==> config.mk <==
export PLATFORM = sky130hd
export DESIGN_NAME = board_state_ctrl
export DESIGN_NICKNAME = d
export VERILOG_FILES = /design/src/rtl/gobang_pkg.sv /design/src/rtl/move_validator.sv /design/src/rtl/board_state_ctrl.sv
export SDC_FILE = /design/constraint.sdc
export NUM_CORES = 2
export LEC_CHECK = 0
export BUFFER_PORTS_ARGS = -buffer_cell sky130_fd_sc_hd__buf_2
export CAP_MARGIN = 10
export CELL_PAD_IN_SITES_DETAIL_PLACEMENT = 0
export CELL_PAD_IN_SITES_GLOBAL_PLACEMENT = 1
export CORE_MARGIN = 1.5
export CORE_UTILIZATION = 40
export CTS_CLUSTER_DIAMETER = 120
export DETAILED_ROUTE_END_ITERATION = 10
export GPL_TIMING_DRIVEN = 0
export PLACE_DENSITY_LB_ADDON = 0.1
export REMOVE_ABC_BUFFERS = 1
export SYNTH_ARGS = -nofsm -noshare
export SYNTH_HDL_FRONTEND = slang
export SYNTH_HIERARCHICAL = 1
export SYNTH_SLANG_ARGS = --single-unit
==> constraint.sdc <==
create_clock -name clk -period 35.6 [get_ports clk]
set_input_delay 7.12 -clock clk [delete_from_list [all_inputs] [get_ports clk]]
set_output_delay 7.12 -clock clk [all_outputs]
set_load 0.01 [all_outputs]
==> src/rtl/gobang_pkg.sv <==
// rtl/gobang_pkg.sv - shared board geometry, FSM encoding and cell index helper
package gobang_pkg;

    localparam int BOARD_N = 15;
    localparam int CELLS   = BOARD_N * BOARD_N;
    localparam int CNT_W   = 8;

    localparam logic [1:0] ST_IDLE  = 2'd0;
    localparam logic [1:0] ST_CHECK = 2'd1;
    localparam logic [1:0] ST_OVER  = 2'd2;

    localparam logic BLACK = 1'b0;
    localparam logic WHITE = 1'b1;

    function automatic logic [7:0] cell_idx(input logic [3:0] row, input logic [3:0] col);
        return ({4'd0, row} * 8'(BOARD_N)) + {4'd0, col};
    endfunction

endpackage

==> src/rtl/move_validator.sv <==
// rtl/move_validator.sv - combinational range and occupancy check for a move request
module move_validator
    import gobang_pkg::*;
#(
    parameter int BOARD_N = gobang_pkg::BOARD_N,
    parameter int CELLS   = gobang_pkg::CELLS
) (
    input  logic [3:0]       row,
    input  logic [3:0]       col,
    input  logic [CELLS-1:0] occupied,
    output logic             legal,
    output logic [7:0]       idx
);

    logic         in_range;
    logic [255:0] occ_ext;

    assign in_range = (row < 4'(BOARD_N)) && (col < 4'(BOARD_N));
    assign idx      = cell_idx(row, col);
    // Padding to the full 8-bit index space keeps out-of-range indices harmless;
    // the occupancy bit only matters once in_range holds.
    assign occ_ext  = {{(256-CELLS){1'b0}}, occupied};
    assign legal    = in_range && !occ_ext[idx];

endmodule

==> src/rtl/board_state_ctrl.sv <==
// rtl/board_state_ctrl.sv - owns the stone bitmaps, commits moves and sequences the win check
module board_state_ctrl
    import gobang_pkg::*;
#(
    parameter int BOARD_N = gobang_pkg::BOARD_N,
    parameter int CELLS   = gobang_pkg::CELLS,
    parameter int CNT_W   = gobang_pkg::CNT_W
) (
    input  logic             clk,
    input  logic             rst,
    input  logic             new_game,
    input  logic             move_valid,
    input  logic [3:0]       move_row,
    input  logic [3:0]       move_col,
    output logic             move_ready,
    output logic             move_reject,
    output logic [3:0]       chk_row,
    output logic [3:0]       chk_col,
    output logic [CELLS-1:0] chk_board,
    input  logic             win_check,
    output logic [CELLS-1:0] black_board,
    output logic [CELLS-1:0] white_board,
    output logic             turn,
    output logic [CNT_W-1:0] move_count,
    output logic             game_over,
    output logic             winner,
    output logic             draw
);

    logic [1:0]       state;
    logic             legal;
    logic [7:0]       idx;
    logic [CELLS-1:0] stone_mask;
    logic [CELLS-1:0] mover_next;
    logic             accept;
    logic             reject_next;

    move_validator #(
        .BOARD_N (BOARD_N),
        .CELLS   (CELLS)
    ) u_move_validator (
        .row      (move_row),
        .col      (move_col),
        .occupied (black_board | white_board),
        .legal    (legal),
        .idx      (idx)
    );

    assign move_ready  = (state == ST_IDLE);
    assign stone_mask  = {{(CELLS-1){1'b0}}, 1'b1} << idx;
    assign mover_next  = ((turn == WHITE) ? white_board : black_board) | stone_mask;
    assign accept      = move_ready && move_valid && legal && !new_game;
    // CHECK silently ignores requests; OVER rejects every one.
    assign reject_next = !new_game && move_valid &&
                         ((move_ready && !legal) || (state == ST_OVER));

    always_ff @(posedge clk or posedge rst) begin
        if (rst) begin
            state       <= ST_IDLE;
            black_board <= '0;
            white_board <= '0;
            chk_row     <= '0;
            chk_col     <= '0;
            chk_board   <= '0;
            turn        <= BLACK;
            move_count  <= '0;
            game_over   <= 1'b0;
            winner      <= 1'b0;
            draw        <= 1'b0;
            move_reject <= 1'b0;
        end else if (new_game) begin
            state       <= ST_IDLE;
            black_board <= '0;
            white_board <= '0;
            chk_row     <= '0;
            chk_col     <= '0;
            chk_board   <= '0;
            turn        <= BLACK;
            move_count  <= '0;
            game_over   <= 1'b0;
            winner      <= 1'b0;
            draw        <= 1'b0;
            move_reject <= 1'b0;
        end else begin
            move_reject <= reject_next;
            case (state)
                ST_IDLE: begin
                    if (accept) begin
                        if (turn == WHITE) white_board <= mover_next;
                        else               black_board <= mover_next;
                        chk_row    <= move_row;
                        chk_col    <= move_col;
                        chk_board  <= mover_next;
                        move_count <= move_count + 1'b1;
                        state      <= ST_CHECK;
                    end
                end
                ST_CHECK: begin
                    if (win_check) begin
                        state     <= ST_OVER;
                        game_over <= 1'b1;
                        winner    <= turn;
                        draw      <= 1'b0;
                    end else if (move_count == CNT_W'(CELLS)) begin
                        state     <= ST_OVER;
                        game_over <= 1'b1;
                        draw      <= 1'b1;
                    end else begin
                        turn  <= ~turn;
                        state <= ST_IDLE;
                    end
                end
                ST_OVER: begin
                    state <= ST_OVER;
                end
                default: begin
                    state <= ST_IDLE;
                end
            endcase
        end
    end

endmodule

-- After elaboration in Yosys (flattened, before gate mapping)
Index checks and enable logic that the tools add are counted.
Widths: inputs -> output; s select.
- logic and storage cells: 97
- output and inout bits: 697
- bits in registers: 698
- input bits: 13
- reduce and logical (&&, ||, !) cells: 25
- multiplexer cells: 43
- bitwise gates (word level): 3
- add/subtract/negate cells: 2
- eq/ne operators: 7
- multiply operators: 1
- shifts and indexed selects: 1
- $lt $le $gt $ge: 3
- operators by type and width (kind ; count):
    $mux 225 ; 12
    $or 225x225->225 ; 2
    $shl 1x8->225 const A ; 1
    $mux 4 ; 6
    $mux 8 ; 3
    $mux 1 ; 16
    $reduce_bool 2->1 ; 5
    $lt 8x9->1 const B ; 1
    $reduce_and 3->1 ; 3
    $add 8x1->8 const B ; 1
    $add 8x4->8 ; 1
    $bmux 1 s8 ; 1
    $eq 8x8->1 const B ; 1
    $logic_and 1x1->1 ; 8
    $lt 4x4->1 const B ; 2
    $mul 4x4->8 const B ; 1
    $mux 2 ; 4
    $ne 2x2->1 const B ; 3
    $pmux 2 s3 ; 1
    $reduce_and 2->1 ; 3
    $logic_not 1->1 ; 3
    $ne 3x2->1 const B ; 1
    $reduce_bool 3->1 ; 1
    $eq 2x1->1 const B ; 1
    4 further kinds ; 4

-- Logic depth before layout (Yosys ltp)
- depth in word-level cells: 11
- gate-level depth with buffers: 21
- mapped depth without buffers: 17

-- Hierarchy
Netlist, hierarchy kept.
- by module, submodules not included (module ; instances ; seq. area each (um2) ; cells an instance ; area an instance (um2)):
    board_state_ctrl ; 1 ; 17466.8 ; 3139 ; 32220.9
    move_validator ; 1 ; 0.0 ; 221 ; 2632.5

-- Least setup slack after synthesis
No wires, ideal clock.
- kind: input to register
- start: input move_row[0]
- end: register white_board[100]
- path slack: 23624 ps
- data required time: 35465 ps
- library setup time: 135 ps
- cell stages on the path: 19
- buffers on the path: 3
- arrival: 11842 ps
- path through: fa_1 > fa_1 > inv_1 > fa_1 > inv_1 > ha_1 > nand3_1 > a21oi_1 > mux2i_1 > nor2_1 > mux2i_1 > nor4_1 > or4b_1 > and4bb_1 > nand3b_1 > clkbuf_1 > clkbuf_1 > buf_2 > o22ai_1
- word-level cells in the longest chain between the ends: 10
- elaborated cells on any way between the ends: 18
- those cells by class: 1 x add/sub; 1 x mul; 1 x order compare; 1 x shift; 6 x mux; 1 x bitwise; 7 x reduce/logical
- RTL lines (element ; RTL line ; text):
    start: declaration ; board_state_ctrl.sv:13 ; input logic [3:0] move_row,
    $mul 4x4->8 ; gobang_pkg.sv:16 ; return ({4'd0, row} * 8'(BOARD_N)) + {4'd0, col};
    $add 8x4->8 ; gobang_pkg.sv:16 ;
    net idx[7] ; board_state_ctrl.sv:32 ; logic [7:0] idx;
    $bmux 1 s8 ; move_validator.sv:23 ; assign legal = in_range && !occ_ext[idx];
    $mux 1 (implied by the code) ; move_validator.sv:23 ;
    $logic_not 1->1 ; move_validator.sv:23 ;
    $logic_and 1x1->1 ; move_validator.sv:23 ;
    net legal ; board_state_ctrl.sv:31 ; logic legal;
    $logic_and 1x1->1 (2 in series) ; board_state_ctrl.sv:52 ; assign accept = move_ready && move_valid && legal && !new_game;
    $reduce_bool 2->1 (no line) ; n/a ;
    $reduce_and 3->1 (no line) ; n/a ;
    end signal: assignment ; board_state_ctrl.sv:89 ; if (turn == WHITE) white_board <= mover_next;
    end: declaration ; board_state_ctrl.sv:22 ; output logic [CELLS-1:0] white_board,
The timed path passes the listed nets, and every way through them passes these cells. The select of a mux whose other input is x is not followed.
A chain may end at the register's enable or synchronous reset.

-- Worst setup path in the final report
- start: input move_row[0]
- end: register black_board[125]
- word-level cells in the longest chain between the ends: 10
- elaborated cells on any way between the ends: 18
- those cells by class: 1 x add/sub; 1 x mul; 1 x order compare; 1 x shift; 6 x mux; 1 x bitwise; 7 x reduce/logical
- RTL lines (element ; RTL line ; text):
    $mul 4x4->8 ; gobang_pkg.sv:16 ;
    $add 8x4->8 ; gobang_pkg.sv:16 ;
    net idx[3] ; board_state_ctrl.sv:32 ;
    $bmux 1 s8 ; move_validator.sv:23 ;
    $mux 1 (implied by the code) ; move_validator.sv:23 ;
    $logic_not 1->1 ; move_validator.sv:23 ;
    $logic_and 1x1->1 ; move_validator.sv:23 ;
    net legal ; board_state_ctrl.sv:31 ;
    $logic_and 1x1->1 (2 in series) ; board_state_ctrl.sv:52 ;
    $reduce_bool 2->1 (no line) ; n/a ;
    $reduce_and 3->1 (no line) ; n/a ;
    end signal: assignment ; board_state_ctrl.sv:90 ; else black_board <= mover_next;
    end: declaration ; board_state_ctrl.sv:21 ; output logic [CELLS-1:0] black_board,
The timed path passes the listed nets, and every way through them passes these cells. The select of a mux whose other input is x is not followed.

==> impl_metrics.json <==
{
  "wirelength_um": 131000,
  "synth-adder-area-share_pct": 1.12,
  "path_common_cell": "sky130_fd_sc_hd__fa_1",
  "power.total_mw": 2.89,
  "yosysTopAreaCell": "sky130_fd_sc_hd__dfrtp_1",
  "timing_hold_violations_final": 0,
  "synth.cell_area_um2": 34900,
  "slowest_delay_ps": 930,
  "yosys.cell_types.count": 70,
  "drt.antenna.violating_nets": 0,
  "clk-insertion-delay-late_ps": 640,
  "fp.dieW_um": 298,
  "yosys_register_bits": 698,
  "post-cts-setup-buffer-count": 0,
  "grt_setup_unrepaired": "false",
  "cts_max_level": 3,
  "synthDominantCellAreaShare_pct": 50.1,
  "worstSetupPathType": "in -> reg",
  "die_area_um2": 88900,
  "hold_slack_ps": 514,
  "power-per-cell-area_nw_per_um2": 67.4,
  "synth_top_family_by_area": "compound AO/OA/AOI/OAI gates",
  "timing.critical_path.buf_inv": 7,
  "share_of_the_cycle_needed_by_the_critical_path_after_routing_pct": 40.6,
  "layout-area-overhead-vs-synth_pct": 23.1,
  "maxCapViolations": 0,
  "synth_xor_area_share_pct": 0.122,
  "critPathTopFamily": "simple AND/OR/NAND/NOR gates",
  "worst_slew_margin_rel_pct": 25.4,
  "timing.final.crit_period_ps": 14440,
  "multiInputGateArea_um2": 15100,
  "finalWeightedCongestion": 0.815,
  "edff_count_synth": 0,
  "cts-buffers-inserted": 80,
  "skew_final_ps": 27.9,
  "grt_pass1_wl_um": 197000,
  "final.fill_count": 8172,
  "register_area_um2": 17500,
  "arrival_ps": 14960,
  "cts_root_buffer": "sky130_fd_sc_hd__clkbuf_16",
  "power_leakage_nw": 20.0,
  "tns_ps": 0,
  "slowest_stage": "sky130_fd_sc_hd__or3_4",
  "grt_max_degree": 176,
  "chipHeight_um": 298,
  "clock_sinks": 698,
  "post_synth.cell_area_avg_um2": 10.4,
  "hold_path.class": "reg -> reg",
  "max_slew.worst_pin.slew_ps": 1120,
  "route.detailed.drc": 0,
  "place.detailed.hpwl_um": 89700,
  "number_of_antenna_violations_at_the_first_check_in_global_routing": 4,
  "clock_path_buffers": 3,
  "clock_pin_slew_on_the_worst_setup_and_hold_paths_ps": 60,
  "initial_core_util_pct": 40.3,
  "grt_remaining_overflow": 0,
  "critical_path_peak_fanout": 53,
  "timing.final.max_slew_violations": 0,
  "vdd_drop_max_mv": 0.0471,
  "cts-hold-fix-buffers": 0,
  "synth_async_sr_flop_share_pct": 100,
  "cp-start-kind": "primary input",
  "wire_per_inst_um": 25.5,
  "io_pins": 710,
  "synthCells": 3360,
  "synthesized_area_fraction_occupied_by_and_or_nand_nor_cells_pct": 15.0,
  "achievable-frequency_mhz": 69.3,
  "clock_tree_from_tritoncts": "done",
  "timing.critical_path.cells": "buf_2 -> fa_1 -> fa_1 -> inv_1 -> fa_1 -> inv_1 -> ha_1 -> xnor2_2 -> buf_6 -> inv_4 -> mux4_2 -> a21oi_1 -> o21bai_1 -> or4b_1 -> nand4bb_1 -> or3_4 -> buf_16 -> buf_16 -> o31ai_1",
  "portBuffers": 709,
  "setup-violations-final": 0,
  "timing.critical_path.required_ps": 36120,
  "dr.first_iter.drc_count": 1942,
  "final_net_count": 3971,
  "synth_warnings": 6,
  "synth_compound_gate_area_share_pct": 15.7,
  "vias_per_cell": 5.59,
  "placement_rows": 108,
  "run_status": "complete, no violations",
  "core_um2": 86500,
  "cts_repair_resize_count": 0,
  "drtPass1Iterations": 6,
  "yosys_most_used_dff": "sky130_fd_sc_hd__dfrtp_1",
  "drive_gt1_share_pct": 29.6,
  "detailroute.via_count": 28811,
  "grtUsageTotal_pct": 29.0,
  "synth_mux_area_share_pct": 10.9,
  "crit_path_end_kind": "flop",
  "synth_seq_area_share_pct": 50.1,
  "grt_pass1_vias": 28430,
  "synth.top_cells.by_area": "sky130_fd_sc_hd__dfrtp_1 50%, sky130_fd_sc_hd__mux2i_1 7.4%, sky130_fd_sc_hd__a311oi_1 5.6%, sky130_fd_sc_hd__o22ai_1 4.9%, sky130_fd_sc_hd__o31ai_1 3.9%"
}
area by class of cell:
class                           count  share of cell area [%]
Sequential cell                   698                    40.7
Multi-Input combinational cell   2077                    35.2
Clock inverter                     17                   0.502
Clock buffer                      129                    5.75
Tap cell                         1155                    3.37
Inverter                          287                    2.53
Antenna cell                        3                  0.0175
Timing Repair Buffer              787                    11.9
through the flow:
step / util (%) / cells / setup WS [ps] / instance area [um2]
global placement: 44.5 / 4926 / -15820 / 38500
finish: 49.6 / 5153 / 21160 / 42900
floorplan: - / 3062 / 7330 / 33500
global route: 49.6 / 5153 / 20850 / 42900
detailed placement: 46.5 / 5002 / 20460 / 40200
CTS: 49.6 / 5148 / 21060 / 42900
registers in the layout, summed over array words and instances, names as in the netlist:
name         cells
black_board    225
chk_board      225
chk_col          4
chk_row          4
draw             1
game_over        1
move_count       8
move_reject      1
state            2
turn             1
white_board    225
winner           1
synth_stat cells (20+ instances only):
library cell / n
sky130_fd_sc_hd__mux2i_1: 258
sky130_fd_sc_hd__inv_1: 286
sky130_fd_sc_hd__dfrtp_1: 698
sky130_fd_sc_hd__o31ai_1: 181
sky130_fd_sc_hd__nor2_1: 245
sky130_fd_sc_hd__ha_1: 20
sky130_fd_sc_hd__nand2_1: 297
sky130_fd_sc_hd__a311oi_1: 224
sky130_fd_sc_hd__mux4_2: 38
sky130_fd_sc_hd__clkbuf_1: 183
sky130_fd_sc_hd__o22ai_1: 274
sky130_fd_sc_hd__buf_2: 85
sky130_fd_sc_hd__or2_2: 179
sky130_fd_sc_hd__nand2b_1: 180
metal layers:
| metal | wire, um | global-route usage [%] |
|---|---|---|
| met1 | 56800 | 39.0 |
| met2 | 61200 | 45.7 |
| met3 | 7680 | 5.65 |
| met4 | 5800 | 12.0 |
| met5 | 0 | 0 |
worst min-delay path, cell delays in order (launching register included):
cell and delay, ps:
sky130_fd_sc_hd__dfrtp_1 370, sky130_fd_sc_hd__nand2_1 50, sky130_fd_sc_hd__a21oi_1 50
layout by cell type (no fill, tap or decap), types with 6 or more instances in the layout:
cell and n:
sky130_fd_sc_hd__a21oi_1 19, sky130_fd_sc_hd__a311oi_1 224, sky130_fd_sc_hd__and4b_1 10, sky130_fd_sc_hd__and4bb_2 8, sky130_fd_sc_hd__buf_16 35, sky130_fd_sc_hd__buf_2 710, sky130_fd_sc_hd__buf_6 8, sky130_fd_sc_hd__buf_8 24
sky130_fd_sc_hd__clkbuf_1 23, sky130_fd_sc_hd__clkbuf_16 82, sky130_fd_sc_hd__clkbuf_8 24, sky130_fd_sc_hd__clkinv_2 8, sky130_fd_sc_hd__dfrtp_1 697, sky130_fd_sc_hd__fa_1 6, sky130_fd_sc_hd__ha_1 18, sky130_fd_sc_hd__inv_1 285
sky130_fd_sc_hd__mux2i_1 258, sky130_fd_sc_hd__mux4_1 13, sky130_fd_sc_hd__mux4_2 38, sky130_fd_sc_hd__nand2_1 297, sky130_fd_sc_hd__nand2b_1 180, sky130_fd_sc_hd__nand3_1 7, sky130_fd_sc_hd__nor2_1 244, sky130_fd_sc_hd__nor2b_1 8
sky130_fd_sc_hd__nor4b_2 6, sky130_fd_sc_hd__nor4b_4 7, sky130_fd_sc_hd__o21ai_0 9, sky130_fd_sc_hd__o22ai_1 274, sky130_fd_sc_hd__o31ai_1 181, sky130_fd_sc_hd__or2_2 179
power breakdown:
part           switching, mW  internal [mW]
Combinational          0.693          0.366
Sequential            0.0682          0.913
Clock                  0.353          0.498
cell families after synthesis:
logic type / Yosys count
fa+ha+maj: 27
simple gates: 997
compound gates: 738
flops: 698
xor+xnor: 4
buf+inv: 585
mux: 311
path summary, 6_finish.rpt:
path                                                endpoint  cells past startpoint  slack, ps                    startpoint
worst max-delay path            black_board[125]$_DFFE_PP0P_                     19      21160                   move_row[0]
worst min-delay path                  chk_col[3]$_DFFE_PP0P_                      2        510        chk_col[3]$_DFFE_PP0P_
worst max register to register  black_board[125]$_DFFE_PP0P_                     13      29820  black_board[190]$_DFFE_PP0P_
worst min register to register        chk_col[3]$_DFFE_PP0P_                      2        510        chk_col[3]$_DFFE_PP0P_
max in group asynchronous       black_board[188]$_DFFE_PP0P_                      4      27440                           rst
min in group asynchronous          chk_board[77]$_DFFE_PP0P_                      2       6540                           rst
Power figures use the tool's default switching activity.
